===== src/rtl/printing_grid_loader_if.sv =====
// Byte-stream input and row-write output bundle of the printing grid loader.
// The loader connects through the slave modport; the stream source and row bank use master.
interface printing_grid_loader_if #(
  parameter int WIDTH = 140
);
  logic             start;
  logic             in_valid;
  logic [7:0]       in_data;
  logic             in_last;
  logic             in_ready;
  logic             wr_en;
  logic [7:0]       wr_addr;
  logic [WIDTH-1:0] wr_data;
  logic [7:0]       rows_loaded;
  logic [14:0]      roll_count;
  logic             finished;
  logic             error;

  modport master (
    output start, in_valid, in_data, in_last,
    input  in_ready, wr_en, wr_addr, wr_data, rows_loaded, roll_count, finished, error
  );

  modport slave (
    input  start, in_valid, in_data, in_last,
    output in_ready, wr_en, wr_addr, wr_data, rows_loaded, roll_count, finished, error
  );
endinterface


===== src/rtl/printing_grid_loader.sv =====
// Packs an ASCII '@'/'.' grid stream into WIDTH-bit row words (first char = MSB)
// and writes one row per line into the roll bank, counting rolls and flagging bad input.
module printing_grid_loader #(
  parameter int WIDTH  = 140,
  parameter int HEIGHT = 140
) (
  input logic                   clk,
  input logic                   rst,
  printing_grid_loader_if.slave bus
);
  localparam int COLW = $clog2(WIDTH + 1);
  localparam logic [WIDTH-1:0] MSB_MASK = {1'b1, {(WIDTH-1){1'b0}}};

  typedef enum logic [1:0] {IDLE = 2'd0, LOAD = 2'd1, DONE = 2'd2, ERROR = 2'd3} state_t;

  state_t           state_r;
  logic [COLW-1:0]  col_r;
  logic [WIDTH-1:0] buf_r;
  logic             in_ready_r;
  logic             wr_en_r;
  logic [7:0]       wr_addr_r;
  logic [WIDTH-1:0] wr_data_r;
  logic [7:0]       rows_r;
  logic [14:0]      roll_r;
  logic             finished_r;
  logic             error_r;

  logic [COLW-1:0]  col_nxt_s;
  logic [WIDTH-1:0] buf_nxt_s;
  logic [WIDTH-1:0] mask_s;
  logic             err_s;
  logic             commit_s;
  logic             accept_s;

  function automatic logic [14:0] popcount(input logic [WIDTH-1:0] row);
    logic [14:0] cnt;
    cnt = 15'd0;
    for (int i = 0; i < WIDTH; i++) begin
      cnt = cnt + {14'd0, row[i]};
    end
    return cnt;
  endfunction

  assign accept_s = bus.in_valid && in_ready_r;
  assign mask_s   = MSB_MASK >> col_r;

  // Classify the incoming byte and compute the next column/buffer and commit/error flags.
  always_comb begin
    col_nxt_s = col_r;
    buf_nxt_s = buf_r;
    err_s     = 1'b0;
    commit_s  = 1'b0;
    case (bus.in_data)
      8'h40, 8'h2E: begin
        if (col_r != COLW'(WIDTH)) begin
          buf_nxt_s = (bus.in_data == 8'h40) ? (buf_r | mask_s) : (buf_r & ~mask_s);
          col_nxt_s = col_r + {{(COLW-1){1'b0}}, 1'b1};
        end else begin
          err_s = 1'b1;
        end
      end
      8'h0A: begin
        if (col_r == COLW'(WIDTH)) begin
          commit_s = 1'b1;
        end else if (col_r != {COLW{1'b0}}) begin
          err_s = 1'b1;
        end else begin
          commit_s = 1'b0;
        end
      end
      8'h0D: begin
        err_s = 1'b0;
      end
      default: begin
        err_s = 1'b1;
      end
    endcase
    // A final line without a trailing newline still commits.
    if (!err_s && bus.in_last && (col_nxt_s == COLW'(WIDTH))) begin
      commit_s = 1'b1;
    end else begin
      commit_s = commit_s;
    end
  end

  // Load FSM with all outputs registered.
  always_ff @(posedge clk) begin
    if (rst) begin
      state_r    <= IDLE;
      col_r      <= '0;
      buf_r      <= '0;
      in_ready_r <= 1'b0;
      wr_en_r    <= 1'b0;
      wr_addr_r  <= 8'd0;
      wr_data_r  <= '0;
      rows_r     <= 8'd0;
      roll_r     <= 15'd0;
      finished_r <= 1'b0;
      error_r    <= 1'b0;
    end else begin
      wr_en_r <= 1'b0;
      case (state_r)
        IDLE, DONE, ERROR: begin
          if (bus.start) begin
            state_r    <= LOAD;
            col_r      <= '0;
            buf_r      <= '0;
            in_ready_r <= 1'b1;
            rows_r     <= 8'd0;
            roll_r     <= 15'd0;
            finished_r <= 1'b0;
            error_r    <= 1'b0;
          end else begin
            state_r <= state_r;
          end
        end
        LOAD: begin
          if (accept_s) begin
            if (err_s) begin
              state_r    <= ERROR;
              in_ready_r <= 1'b0;
              finished_r <= 1'b1;
              error_r    <= 1'b1;
            end else if (commit_s) begin
              wr_en_r   <= 1'b1;
              wr_addr_r <= rows_r;
              wr_data_r <= buf_nxt_s;
              rows_r    <= rows_r + 8'd1;
              roll_r    <= roll_r + popcount(buf_nxt_s);
              buf_r     <= '0;
              col_r     <= '0;
              if (rows_r == 8'(HEIGHT - 1)) begin
                state_r    <= DONE;
                in_ready_r <= 1'b0;
                finished_r <= 1'b1;
              end else if (bus.in_last) begin
                state_r    <= ERROR;
                in_ready_r <= 1'b0;
                finished_r <= 1'b1;
                error_r    <= 1'b1;
              end else begin
                state_r <= LOAD;
              end
            end else begin
              buf_r <= buf_nxt_s;
              col_r <= col_nxt_s;
              if (bus.in_last) begin
                state_r    <= ERROR;
                in_ready_r <= 1'b0;
                finished_r <= 1'b1;
                error_r    <= 1'b1;
              end else begin
                state_r <= LOAD;
              end
            end
          end else begin
            state_r <= LOAD;
          end
        end
        default: begin
          state_r    <= IDLE;
          in_ready_r <= 1'b0;
        end
      endcase
    end
  end

  assign bus.in_ready    = in_ready_r;
  assign bus.wr_en       = wr_en_r;
  assign bus.wr_addr     = wr_addr_r;
  assign bus.wr_data     = wr_data_r;
  assign bus.rows_loaded = rows_r;
  assign bus.roll_count  = roll_r;
  assign bus.finished    = finished_r;
  assign bus.error       = error_r;
endmodule


===== src/flat_wrapper.sv =====
// flat-port wrapper written by rule: the top's interface ports become plain ports
module printing_grid_loader_flat 
#(
  parameter int WIDTH  = 140,
  parameter int HEIGHT = 140
)
  (clk, rst, bus_start, bus_in_valid, bus_in_data, bus_in_last, bus_in_ready, bus_wr_en, bus_wr_addr, bus_wr_data, bus_rows_loaded, bus_roll_count, bus_finished, bus_error);
  printing_grid_loader_if #(.WIDTH(WIDTH)) bus_i ();
  input logic clk;
  input logic rst;
  input wire logic [$bits(bus_i.start)-1:0] bus_start;
  input wire logic [$bits(bus_i.in_valid)-1:0] bus_in_valid;
  input wire logic [$bits(bus_i.in_data)-1:0] bus_in_data;
  input wire logic [$bits(bus_i.in_last)-1:0] bus_in_last;
  output wire logic [$bits(bus_i.in_ready)-1:0] bus_in_ready;
  output wire logic [$bits(bus_i.wr_en)-1:0] bus_wr_en;
  output wire logic [$bits(bus_i.wr_addr)-1:0] bus_wr_addr;
  output wire logic [$bits(bus_i.wr_data)-1:0] bus_wr_data;
  output wire logic [$bits(bus_i.rows_loaded)-1:0] bus_rows_loaded;
  output wire logic [$bits(bus_i.roll_count)-1:0] bus_roll_count;
  output wire logic [$bits(bus_i.finished)-1:0] bus_finished;
  output wire logic [$bits(bus_i.error)-1:0] bus_error;
  assign bus_i.start = bus_start;
  assign bus_i.in_valid = bus_in_valid;
  assign bus_i.in_data = bus_in_data;
  assign bus_i.in_last = bus_in_last;
  assign bus_in_ready = bus_i.in_ready;
  assign bus_wr_en = bus_i.wr_en;
  assign bus_wr_addr = bus_i.wr_addr;
  assign bus_wr_data = bus_i.wr_data;
  assign bus_rows_loaded = bus_i.rows_loaded;
  assign bus_roll_count = bus_i.roll_count;
  assign bus_finished = bus_i.finished;
  assign bus_error = bus_i.error;
  printing_grid_loader #(.WIDTH(WIDTH), .HEIGHT(HEIGHT)) u_core (.clk(clk), .rst(rst), .bus(bus_i));
endmodule

===== config.mk =====
export PLATFORM = sky130hd
export DESIGN_NAME = printing_grid_loader_flat
export DESIGN_NICKNAME = d
export VERILOG_FILES = /design/src/rtl/printing_grid_loader_if.sv /design/src/rtl/printing_grid_loader.sv /design/src/flat_wrapper.sv
export SDC_FILE = /design/constraint.sdc
export NUM_CORES = 1
export LEC_CHECK = 0
export ABC_AREA = 1
export CAP_MARGIN = 20
export CELL_PAD_IN_SITES_DETAIL_PLACEMENT = 1
export CELL_PAD_IN_SITES_GLOBAL_PLACEMENT = 1
export CORE_MARGIN = 4
export CORE_UTILIZATION = 25
export CTS_CLUSTER_DIAMETER = 100
export DETAILED_ROUTE_END_ITERATION = 8
export GPL_TIMING_DRIVEN = 0
export PLACE_DENSITY_LB_ADDON = 0.1
export SYNTH_ARGS = -nofsm -noshare
export SYNTH_HDL_FRONTEND = slang
export SYNTH_SLANG_ARGS = --single-unit

===== constraint.sdc =====
create_clock -name clk -period 12.4 [get_ports clk]
set_input_delay 1.86 -clock clk [delete_from_list [all_inputs] [get_ports clk]]
set_output_delay 1.86 -clock clk [all_outputs]
set_load 0.03 [all_outputs]

# After elaboration in Yosys (flattened, before gate mapping)
# Index checks and enable logic that the tools add are counted.
# Widths: inputs -> output; s select.
[op_classes] add_sub_neg=142 n_mux=59 bitwise=6 n_reduce_logical=14 n_shift=1 eq_ne=16
[op_table] operator="$add 15x1->15" n=138
[op_table] operator="$mux 140" n=7
[op_table] operator="$pmux 140 s2" n=1
[op_table] operator="$and 140x140->140" n=1
[op_table] operator="$not 140->140" n=1
[op_table] operator="$or 140x140->140" n=1
[op_table] operator="$shr 140x8->140 const A" n=1
[op_table] operator="$mux 8" n=9
[op_table] operator="$mux 15" n=4
[op_table] operator="$pmux 8 s2" n=2
[op_table] operator="$pmux 15 s2" n=1
[op_table] operator="$eq 8x8->1 const B" n=3
[op_table] operator="$mux 1" n=24
[op_table] operator="$add 8x1->8 const B" n=2
[op_table] operator="$eq 8x4->1 const B" n=2
[op_table] operator="$add 15x15->15" n=1
[op_table] operator="$mux 2" n=6
[op_table] operator="$eq 8x6->1 const B" n=1
[op_table] operator="$eq 8x7->1 const B" n=1
[op_table] operator="$ne 8x8->1 const B" n=1
[op_table] operator="$reduce_and 4->1" n=2
[op_table] operator="$reduce_bool 8->1" n=1
[op_table] operator="$pmux 1 s2" n=3
[op_table] operator="$reduce_and 3->1" n=2
[op_table] operator="16 further kinds" n=23
[word_totals] out_inout_bits=175 wordCells=249 ff_bits=325

# Longest topological paths before layout
[logic_depth] word_depth=150 mapped_depth=44 mapped_depth_nobuf=43

# Worst setup path before layout
# OpenSTA, ideal clock, no wires.
[synth_path] path_kind="input-to-reg" startpoint="input bus_in_data[4]" endpoint="register u_core.roll_r[10] (netlist: u_core.bus.roll_count[10])" stages=38 setup_slack_ns=2.273 arrival_ns=10.011 n_path_buf=2 path_cell_list="nor2_2 > nand2_1 > inv_2 > nand2_4 > nand2_4 > buf_6 > nand2_1 > clkinv_1 > clkbuf_1 > nand2_1 > mux2i_1 > inv_1 > fa_1 > inv_1 > fa_1 > fa_1 > inv_1 > fa_1 > (+2 left out) > fa_1 > inv_1 > fa_1 > fa_1 > fa_1 > fa_1 > ha_1 > fa_1 > nand2_1 > inv_1 > o21ai_0 > nand2_1 > a21oi_1 > o21bai_1 > o21ai_0 > a21oi_1 > nor2_1 > nor2_1"
[synth_rtl] element="start: declaration" line_no="flat_wrapper.sv:13" rtl="input wire logic [$bits(bus_i.in_data)-1:0] bus_in_data;"
[synth_rtl] element="$eq 8x7->1" line_no="printing_grid_loader.sv:53, printing_grid_loader.sv:56"
[synth_rtl] element="$mux 140" line_no="printing_grid_loader.sv:56" rtl="buf_nxt_s = (bus.in_data == 8'h40) ? (buf_r | mask_s) : (buf_r & ~mask_s);"
[synth_rtl] element="$mux 140" line_no="printing_grid_loader.sv:55" rtl="if (col_r != COLW'(WIDTH)) begin"
[synth_rtl] element="$mux 140 (*)" line_no="printing_grid_loader.sv:53" rtl="case (bus.in_data)"
[synth_rtl] element="net u_core.buf_nxt_s[106]" line_no="printing_grid_loader.sv:29" rtl="logic [WIDTH-1:0] buf_nxt_s;"
[synth_rtl] element="$add 15x1->15 (*) (34 in a row)" line_no="printing_grid_loader.sv:39" rtl="cnt = cnt + {14'd0, row[i]};"
[synth_rtl] element="$add 15x15->15 (*)" line_no="printing_grid_loader.sv:129" rtl="roll_r <= roll_r + popcount(buf_nxt_s);"
[synth_rtl] element="$mux 15 (*)" line_no="printing_grid_loader.sv:124" rtl="end else if (commit_s) begin"
[synth_rtl] element="$mux 15 (*)" line_no="printing_grid_loader.sv:119" rtl="if (err_s) begin"
[synth_rtl] element="$mux 15 (*)" line_no="printing_grid_loader.sv:118" rtl="if (accept_s) begin"
[synth_rtl] element="$pmux 15 s2 (*)" line_no="printing_grid_loader.sv:102" rtl="case (state_r)"
[synth_rtl] element="end signal: assignment" line_no="printing_grid_loader.sv:129"
[synth_rtl] element="end: declaration" line_no="printing_grid_loader.sv:24" rtl="logic [14:0] roll_r;"
# Mark *: on every way through the listed nets, which the timed path passes. The rest lies on a longest branch. The select of a mux whose other input is x is not followed.
# A chain may end at the register's enable or synchronous reset.

# Final worst setup path
[layout_path] startpoint="input bus_in_data[4]" endpoint="register u_core.roll_r[14] (netlist: u_core.bus.roll_count[14])"
# Same word-level chain as after synthesis.

==> run metrics <==
status finished, final reports clean; Final setup violation count 0; vias in the first global route 19,530; drt drc 0; VDD IR max 0.09173 mV; final RePlAce weighted congestion 0.9816; area of the core 77,340 um^2; Hold Violations, Final 0; Die Span Y 287.3 um; Max Cap Viol 0; largest net degree at the start of global routing 12; drt first pass iters 5; Crit. End Element flip-flop; Mapped Cells 2,718; Final min period 11,960 ps; Die Area 82,550 um^2; post-route ant nets 0; TritonCTS buffer count 42; hold endpoint u_core.bus.error; Clock Latency Late Sink 580 ps; HP Start u_core.bus.error; Worst path max stage delay 890 ps; met2 Use GR 0.3991; Crit-path slowest cell clkbuf_1; FF-to-FF path depth 34; CTS HTree Levels 2; initial drt markers 1,109; met3 usage 0.02791; NumNets Final 3,165; hold bufs inserted after CTS 0; PortBufs 186; RSZ-0062 raised after global routing false; vias per std cell 4.668; Lkg Pwr 10.33 nW; Min-Delay Path Class flip-flop to flip-flop; reg-to-reg endpoint u_core.bus.roll_count[14]; commonest non-fill, non-tap cells in the layout 500 x nand2_1, 398 x nor2_1, 387 x inv_1; Clock Path Buffers 3; grt ovf 0; measured slew at the worst slew-check pin 1209 ps; met1 Use GR 0.3221; Synth cell types 42; share of post-route cells with drive strength above 1 0.05524; CP required 12,820 ps; Pwr Density 99.72 nW/um^2; Worst EP arrival 12,380 ps; Worst slew margin 0.1856; clk slew on worst S/H paths 60 ps; Worst Skew 20.92 ps; hold path cells 2; wire length of the first global-routing pass 139.8 mm; DPL Wire Length 79.65 mm; commonest non-fill, non-tap cell in the layout nand2_1; Startpoint Class input pin; CTS tree yes; mean routed wirelength per cell 24.00 um; GR peak layer met2; Tcrit/Tclk final 0.9647; Placed Area 22,810 um^2; Seq/Total Area, Yosys 0.3336; Synthesis Warnings 0; register bit total from synthesis 325; most frequent CP cell fa_1; worst setup path class input pin to flip-flop; Vias 18,810; All-Layer GR Usage 0.2332; Post-CTS Setup Inserts 0; number of antenna violations at the first check in global routing 2; Setup TNS Final 0 ps; r2r startpoint u_core.col_r[0]; CP Max Fanout 10; Worst R2R Setup Slack 1640 ps; die width 287.3 um; io pins 188; Area Growth Syn to Fin 24.09%; f_max 83.59 MHz; Synth Cell Area 19,500 um^2; syn_area_per_cell 7.176 um^2; Rows 102; WL final 96.74 mm; Starting Density 0.2522; CTS Sinks 325; total nets after synthesis 2,924; CTS Root Cell clkbuf_16; design area 24,200 um^2; Max Slew Vio Count 0
==> Yosys cell counts (all sizes together) <==
cell type | count | share of area
nand2 | 505 | 0.098
nor4 | 5 | 0.0019
inv | 394 | 0.076
fa | 129 | 0.13
o21a | 4 | 0.0015
o21ai | 334 | 0.086
a21boi | 3 | 0.0012
nor3 | 25 | 0.0064
clkbuf | 82 | 0.016
nand4 | 12 | 0.0038
dfxtp | 325 | 0.33
xnor2 | 1 | 0.00045
nor2 | 408 | 0.080
a21oi | 211 | 0.054
o2111ai | 1 | 0.00045
o22ai | 1 | 0.00032
a22oi | 2 | 0.00077
a21o | 1 | 0.00039
or2 | 8 | 0.0026
ha | 64 | 0.041
mux2 | 1 | 0.00058
nand3b | 2 | 0.00077
clkinv | 5 | 0.0010
xor2 | 5 | 0.0022
buf | 68 | 0.023
mux2i | 16 | 0.0082
o21bai | 1 | 0.00039
nand3 | 100 | 0.026
a31oi | 5 | 0.0016
==> flip-flops by register name, indices dropped and copies added, names as in the netlist <==
register / flops
u_core.bus.in_ready: 1
u_core.bus.wr_addr: 8
u_core.bus.finished: 1
u_core.bus.wr_en: 1
u_core.bus.error: 1
u_core.col_r: 8
u_core.bus.rows_loaded: 8
u_core.buf_r: 140
u_core.bus.roll_count: 15
u_core.bus.wr_data: 140
u_core.state_r: 2
==> area by class of cell <==
| cell class | count | area (um^2) |
|---|---|---|
| Tap cell | 1040 | 1301 |
| Multi-Input combinational cell | 1844 | 10760 |
| Clock inverter | 8 | 117.6 |
| Antenna cell | 3 | 7.507 |
| Clock buffer | 64 | 1257 |
| Buffer | 150 | 765.7 |
| Inverter | 399 | 1499 |
| Sequential cell | 325 | 6506 |
| Timing Repair Buffer | 197 | 1989 |
| Fill cell | 9548 | 53130 |
==> metal layers <==
metal | vias to the layer above | share of wire | wire length (um)
li1 | 9027 | - | -
met1 | 9387 | 0.47 | 45680
met2 | 318 | 0.48 | 46150
met3 | 79 | 0.038 | 3647
met4 | 0 | 0.013 | 1252
met5 | - | 0 | 0
==> logic make-up (layout without fill, tap and decap cells) <==
kind of cell / count (synthesis) / after routing / share of synthesized area
adder cells (fa/ha/maj): 193 / 193 / 0.1735
buffers and inverters: 549 / 818 / 0.1156
XOR/XNOR: 6 / 6 / 0.002694
multiplexers: 17 / 17 / 0.008788
AO/OA/AOI/OAI: 563 / 563 / 0.1464
other: 0 / 3 / 0
AND/OR/NAND/NOR: 1065 / 1065 / 0.2194
flip-flops: 325 / 325 / 0.3336
==> timing repair <==
| item | 4_1_cts | 5_1_grt |
|---|---|---|
| resized for setup | 0 | 9 |
| hold endpoints to repair | 0 | 0 |
| setup endpoints to repair | 0 | 5 |
==> where the power goes <==
part           internal (mW)  leakage, nW  switching, mW
Clock                  0.756        0.671          0.499
Combinational         0.0303         7.04         0.0779
Sequential              1.05         2.62        0.00283
==> through the flow <==
step                hold slack, ps    util  power, mW  std cells  worst slack (ps)
finish                       462.4  0.3130      2.414       4030             437.5
global placement             448.1  0.2931      1.180       3944             -1146
floorplan                    439.8       -      1.133       2718              2273
detailed placement           456.7  0.2949      1.183       3954            -300.9
global route                 485.2  0.3129      2.513       4027             29.46
CTS                          465.8  0.3127      2.464       4026             260.4
==> worst max-delay path, delay by kind of cell <==
kind / cells / cell delay (ps)
AND/OR/NAND/NOR: 10 / 1600
multiplexers: 1 / 270
XOR/XNOR: 1 / 150
buffers and inverters: 9 / 2120
AO/OA/AOI/OAI: 2 / 220
adder cells (fa/ha/maj): 12 / 6140
==> how the worst max path moves through the flow <==
stage | startpoint | to | cells after the start
after global routing | bus_in_data[4] | u_core.bus.roll_count[14] | 35
after CTS | bus_in_data[3] | u_core.bus.roll_count[14] | 33
final | bus_in_data[4] | u_core.bus.roll_count[14] | 35
after floorplan | bus_in_data[4] | u_core.bus.roll_count[10] | 38
after global placement | bus_in_data[4] | u_core.bus.roll_count[14] | 34
after detailed placement | bus_in_data[3] | u_core.bus.roll_count[14] | 33
No activity file was read; power rests on OpenSTA's default activity.
